**src/rtl/ltc2324_16_capture.sv**
```systemverilog
`default_nettype none
// ============================================================================
// Module   : ltc2324_16_capture
// Purpose  : LTC2324-16 conversion/readout controller. Sequences CNV and SCK
//            and deserialises SDO1..SDO4 on internal SCK timing or CLKOUT.
// Revision : 1.0 - initial release
// ============================================================================
module ltc2324_16_capture #(
    parameter logic USE_SCK_SHIFT_DATA = 1'b0,
    parameter int   CNV_HIGH_CYC       = 2,
    parameter int   CONV_WAIT_CYC      = 45,
    parameter int   SCK_HALF           = 2,
    parameter int   CLKOUT_TIMEOUT     = 16
) (
    input  logic        clk,
    input  logic        rst_n,
    output logic        CNV,
    output logic        SCK,
    input  logic        CLKOUT,
    input  logic        SDO1,
    input  logic        SDO2,
    input  logic        SDO3,
    input  logic        SDO4,
    input  logic        sample_en,
    output logic        valid,
    output logic [15:0] ch1,
    output logic [15:0] ch2,
    output logic [15:0] ch3,
    output logic [15:0] ch4,
    output logic        frame_err
);

    localparam logic [15:0] CNV_LAST   = 16'(CNV_HIGH_CYC - 1);
    localparam logic [15:0] WAIT_LAST  = 16'(CONV_WAIT_CYC - 1);
    localparam logic [15:0] SHIFT_LAST = 16'(32 * SCK_HALF - 1);
    localparam logic [15:0] TAIL_LAST  = 16'd2;
    localparam logic [15:0] TOUT_LAST  = 16'(CLKOUT_TIMEOUT - 1);
    localparam logic [15:0] HALF_LAST  = 16'(SCK_HALF - 1);
    localparam logic [4:0]  BITS       = 5'd16;

    typedef enum logic [2:0] {
        S_IDLE  = 3'd0,
        S_CNV   = 3'd1,
        S_WAIT  = 3'd2,
        S_SHIFT = 3'd3,
        S_TAIL  = 3'd4,
        S_DONE  = 3'd5
    } state_t;

    state_t      state;
    state_t      next_state;
    logic [15:0] cnt;
    logic [15:0] cnt_next;
    logic [15:0] half_cnt;
    logic [15:0] half_next;
    logic        sck_next;
    logic        timeout;

    // Bit 4 carries CLKOUT, bits 3..0 carry SDO4..SDO1
    logic [4:0]  sync1;
    logic [4:0]  sync2;
    logic        clkout_prev;
    logic        sck_prev;
    logic        sck_fall_d;
    logic        clkout_fall;
    logic        sck_fall;
    logic        in_capture;
    logic        cap_fire;
    logic        frame_start;
    logic [4:0]  cap_cnt;
    logic [15:0] sr1;
    logic [15:0] sr2;
    logic [15:0] sr3;
    logic [15:0] sr4;

    always_ff @(posedge clk or negedge rst_n) begin
        if (!rst_n) begin
            sync1 <= '0;
            sync2 <= '0;
        end else begin
            sync1 <= {CLKOUT, SDO4, SDO3, SDO2, SDO1};
            sync2 <= sync1;
        end
    end

    always_comb begin
        next_state = state;
        timeout    = 1'b0;
        case (state)
            S_IDLE:  if (sample_en) next_state = S_CNV;
            S_CNV:   if (cnt == CNV_LAST) next_state = S_WAIT;
            S_WAIT:  if (cnt == WAIT_LAST) next_state = S_SHIFT;
            S_SHIFT: if (cnt == SHIFT_LAST) next_state = S_TAIL;
            S_TAIL: begin
                if (USE_SCK_SHIFT_DATA) begin
                    if (cnt == TAIL_LAST) next_state = S_DONE;
                end else if (cap_cnt == BITS) begin
                    next_state = S_DONE;
                end else if (cnt == TOUT_LAST) begin
                    next_state = S_IDLE;
                    timeout    = 1'b1;
                end
            end
            S_DONE:  next_state = sample_en ? S_CNV : S_IDLE;
            default: next_state = S_IDLE;
        endcase
    end

    always_comb begin
        cnt_next = cnt + 16'd1;
        if (state == S_IDLE || next_state != state) cnt_next = '0;
    end

    // SCK starts high on SHIFT entry and toggles every SCK_HALF cycles
    always_comb begin
        sck_next  = 1'b0;
        half_next = '0;
        if (next_state == S_SHIFT) begin
            if (state != S_SHIFT) begin
                sck_next = 1'b1;
            end else if (half_cnt == HALF_LAST) begin
                sck_next = ~SCK;
            end else begin
                sck_next  = SCK;
                half_next = half_cnt + 16'd1;
            end
        end
    end

    assign clkout_fall = clkout_prev & ~sync2[4];
    assign sck_fall    = sck_prev & ~SCK;
    assign in_capture  = (state == S_SHIFT) || (state == S_TAIL);
    assign cap_fire    = in_capture && (cap_cnt != BITS) &&
                         (USE_SCK_SHIFT_DATA ? sck_fall_d : clkout_fall);
    assign frame_start = (next_state == S_CNV) && (state != S_CNV);

    always_ff @(posedge clk or negedge rst_n) begin
        if (!rst_n) begin
            state       <= S_IDLE;
            cnt         <= '0;
            half_cnt    <= '0;
            CNV         <= 1'b0;
            SCK         <= 1'b0;
            valid       <= 1'b0;
            frame_err   <= 1'b0;
            sck_prev    <= 1'b0;
            sck_fall_d  <= 1'b0;
            clkout_prev <= 1'b0;
        end else begin
            state       <= next_state;
            cnt         <= cnt_next;
            half_cnt    <= half_next;
            CNV         <= (next_state == S_CNV);
            SCK         <= sck_next;
            valid       <= (state == S_DONE);
            frame_err   <= timeout;
            sck_prev    <= SCK;
            sck_fall_d  <= sck_fall;
            clkout_prev <= sync2[4];
        end
    end

    always_ff @(posedge clk or negedge rst_n) begin
        if (!rst_n) begin
            cap_cnt <= '0;
            sr1     <= '0;
            sr2     <= '0;
            sr3     <= '0;
            sr4     <= '0;
            ch1     <= '0;
            ch2     <= '0;
            ch3     <= '0;
            ch4     <= '0;
        end else begin
            if (frame_start) begin
                cap_cnt <= '0;
                sr1     <= '0;
                sr2     <= '0;
                sr3     <= '0;
                sr4     <= '0;
            end else if (cap_fire) begin
                cap_cnt <= cap_cnt + 5'd1;
                sr1     <= {sr1[14:0], sync2[0]};
                sr2     <= {sr2[14:0], sync2[1]};
                sr3     <= {sr3[14:0], sync2[2]};
                sr4     <= {sr4[14:0], sync2[3]};
            end
            if (state == S_DONE) begin
                ch1 <= sr1;
                ch2 <= sr2;
                ch3 <= sr3;
                ch4 <= sr4;
            end
        end
    end

endmodule
`default_nettype wire

```
**config.mk**
```make
export PLATFORM = sky130hd
export DESIGN_NAME = ltc2324_16_capture
export DESIGN_NICKNAME = d
export VERILOG_FILES = /design/src/rtl/ltc2324_16_capture.sv
export SDC_FILE = /design/constraint.sdc
export NUM_CORES = 1
export LEC_CHECK = 0
export CAP_MARGIN = 15
export CORE_ASPECT_RATIO = 1.25
export CORE_UTILIZATION = 39
export DETAILED_ROUTE_END_ITERATION = 16
export PLACE_DENSITY_LB_ADDON = 0.15
export SLEW_MARGIN = 10
export SYNTH_ARGS = -nofsm -noshare
export SYNTH_HDL_FRONTEND = slang
export SYNTH_SLANG_ARGS = --single-unit
```
**constraint.sdc**
```tcl
create_clock -name clk -period 2.1 [get_ports clk]
set_input_delay 0.42 -clock clk [delete_from_list [all_inputs] [get_ports clk]]
set_output_delay 0.42 -clock clk [all_outputs]
set_load 0.02 [all_outputs]
```
==> impl_metrics.csv <==
group,metric,value,unit
critical_path,cp-end-kind,"flop",
synthesis,synth_warnings,0,
synthesis,synth_cell_types,38,
sta,clock_skew,0.0106,ns
sta,fin_crit_sh,99.3,%
run_status,status,"complete, no violations",
run,max_cap_viol_count,0,
clocking,cts-htree-levels,4,
cells_and_area,syn_to_final_growth,24.8,%
pwr,p_total,7.14,mW
route,detail_route.wl_per_cell,14.3,µm
critical_path,critical_path_required,2.40,ns
pwr,power_density,775,nW/µm²
global_route,globalRouteMet2Util,27.9,%
synthesis,syn_inst,652,
clocking,clk_path_buf_depth,2,
synthesis,ys.flop_type,"dfrtp_1",
place,portBuffers,75,
floorplan,initial_core_util,40.3,%
place,hpwl,8.99,mm
hold_path,hold_class,"reg -> reg",
global_route,grt_pass1_wl,24.9,mm
cells_and_area,nets,763,
floorplan,dieArea,19500,µm²
cells_and_area,final_common_cell,"dfrtp_1",
route,drtIter0Drc,304,
pwr,leakagePower,4.36,nW
global_route,grtUsageMet1,19.4,%
pwr,ir_drop,0.520,mV
global_route,grt_max_degree,70,
route,vias,4931,
sta,max_clock_freq,479,MHz
floorplan,die_h,156,µm
floorplan,rows,55,
synthesis,syn_nets,667,
sta,grt_setup_unrepaired,"yes",
synthesis,mappedNetlistArea,7390,µm²
sta,finalWorstSetupSlack,0.0143,ns
synthesis,ys_seq_elements,183,
critical_path,cp_max_fo,16,
critical_path,startpoint_type,"flop",
critical_path,criticalPathCategory,"reg -> reg",
global_route,antenna_found_initial,0,
synthesis,synth_edf_count,0,
sta,hold_violations,0,
clocking,worstSkewPairLatency,0.42,ns
synthesis,syn_avg_cell_area,11.3,µm²
sta,whs,0.348,ns
route,routed_wl,14.2,mm
sta,relSlewSlack,62.7,%
synthesis,synth-seq-area-share,62.0,%
floorplan,ios,76,
floorplan,die_w,125,µm
sta,setup_viol,0,
clocking,clock_sinks,183,
sta,slew_violations,0,
sta,worst_slew_pin_slew,0.556,ns
global_route,grt_overflow_total,0,
clocking,tritoncts,"done",
cells_and_area,layout-drive-gt1-share,18.3,%
global_route,grt_pass1_vias,5147,
global_route,grt_usage,16.0,%
cells_and_area,utilization,50.4,%
cells_and_area,final_cell_mix,"183 x dfrtp_1, 144 x nand2_1, 74 x clkdlybuf4s50_1",
route,drc_errors,0,
global_route,gr-usage-met3,3.84,%
sta,final.setup.tns,0,ns
sta,fin_crit,2.09,ns
floorplan,core,18300,µm²
place,gp_congestion,0.752,
global_route,grt-busiest-layer,"met2",
clocking,cts_buffers,17,
place,preCtsSetupSlack,-0.0167,ns
clocking,cts_root_buffer,"clkbuf_16",
route,first_pass_iters,7,
route,viasPerCell,4.99,
clocking,cts.clk_slew.worst_paths,0.06,ns
critical_path,arrival,2.39,ns
route,ant_nets,0,
synthesis,async_reset_ff_share,100,%
cells_and_area,num_antenna_cells,0,
[state kept, by name, indices dropped and copies added, names as in the netlist]
register and flops:
ch1 16, ch2 16, ch3 16, ch4 16, cnt 16, half_cnt 16
sr1 16, sr2 16, sr3 16, sr4 16, cap_cnt 5, sync1 5
sync2 5, state 3, CNV 1, SCK 1, clkout_prev 1, frame_err 1
valid 1
[logic make-up after synthesis]
family          after synthesis  share of synthesized area, %
mux                          64                          9.76
buf+inv                      42                          2.41
simple gates                244                          14.4
flops                       183                          62.0
xor+xnor                     34                          4.03
fa+ha+maj                     7                          1.19
compound gates               78                          6.22
[power breakdown]
part           switching (mW)  internal, mW
Clock                    1.30          1.67
Sequential              0.112          3.68
Combinational           0.222         0.155
[stage by stage]
stage	area [µm²]	std cells
after floorplan	7390	652
after global placement	8640	955
after detailed placement	8640	955
after CTS	9210	989
after global routing	9220	989
final	9220	989
[area by class of cell]
type / instances / area (µm²)
fill: 1634 / 9090
sequential: 183 / 4580
multi-input combinational: 427 / 2650
timing repair buffer: 108 / 1120
clock buffer: 22 / 454
tap: 228 / 285
clock inverter: 10 / 93.8
inverter: 11 / 41.3
[repair_timing]
action                                  in CTS  in global routing
hold buffers                                 1                  0
pin swaps                                    1                  0
resized for setup                            0                  2
endpoints found under the setup margin      16                 17
hold endpoints to repair                    50                  0
setup buffers                                1                  0
[path summary, 6_finish.rpt]
path                           from        to  slack [ns]  cells after the start
setup / recovery            cnt[11]    cnt[3]        0.01                      7
hold reg to reg            sync1[2]  sync2[2]        0.35                      0
min in group asynchronous     rst_n   ch1[12]        0.53                      2
hold / removal             sync1[2]  sync2[2]        0.35                      0
max in group asynchronous     rst_n    ch4[3]        0.89                      3
setup reg to reg            cnt[11]    cnt[3]        0.01                      7
[cell usage after synthesis (2+ instances only)]
| library cell | n | area [µm²] |
|---|---|---|
| a21oi_1 | 68 | 340 |
| nor3_1 | 6 | 30.0 |
| mux2_2 | 64 | 721 |
| ha_1 | 7 | 87.6 |
| clkbuf_1 | 26 | 97.6 |
| nor3b_1 | 2 | 15.0 |
| xnor2_1 | 10 | 87.6 |
| nand3_1 | 13 | 65.1 |
| nand2_1 | 145 | 544 |
| buf_4 | 3 | 22.5 |
| nand2b_1 | 2 | 12.5 |
| nand4_1 | 9 | 56.3 |
| dfrtp_1 | 183 | 4580 |
| nor4b_1 | 2 | 17.5 |
| and3_1 | 7 | 43.8 |
| xor2_1 | 24 | 210 |
| inv_1 | 11 | 41.3 |
| nor2_1 | 46 | 173 |
| or2_2 | 3 | 18.8 |
| nor4_1 | 3 | 18.8 |
[critical path, stage by stage (launching register included)]
cell	delay, ns
dfrtp_1	0.38
or4_4	0.57
nor4_4	0.25
buf_4	0.18
a2111oi_2	0.10
o31ai_4	0.26
buf_12	0.18
nor2_1	0.05
[per-layer routing]
metal  part of all wire, %  routed length (µm)  vias up
met5                     0                   0        -
li1                      -                   -     2365
met2                    51                7220       84
met3                   3.7                 518       17
met1                    44                6230     2465
met4                   1.3                 190        0
Note: power is estimated with default switching activity, not from simulation.
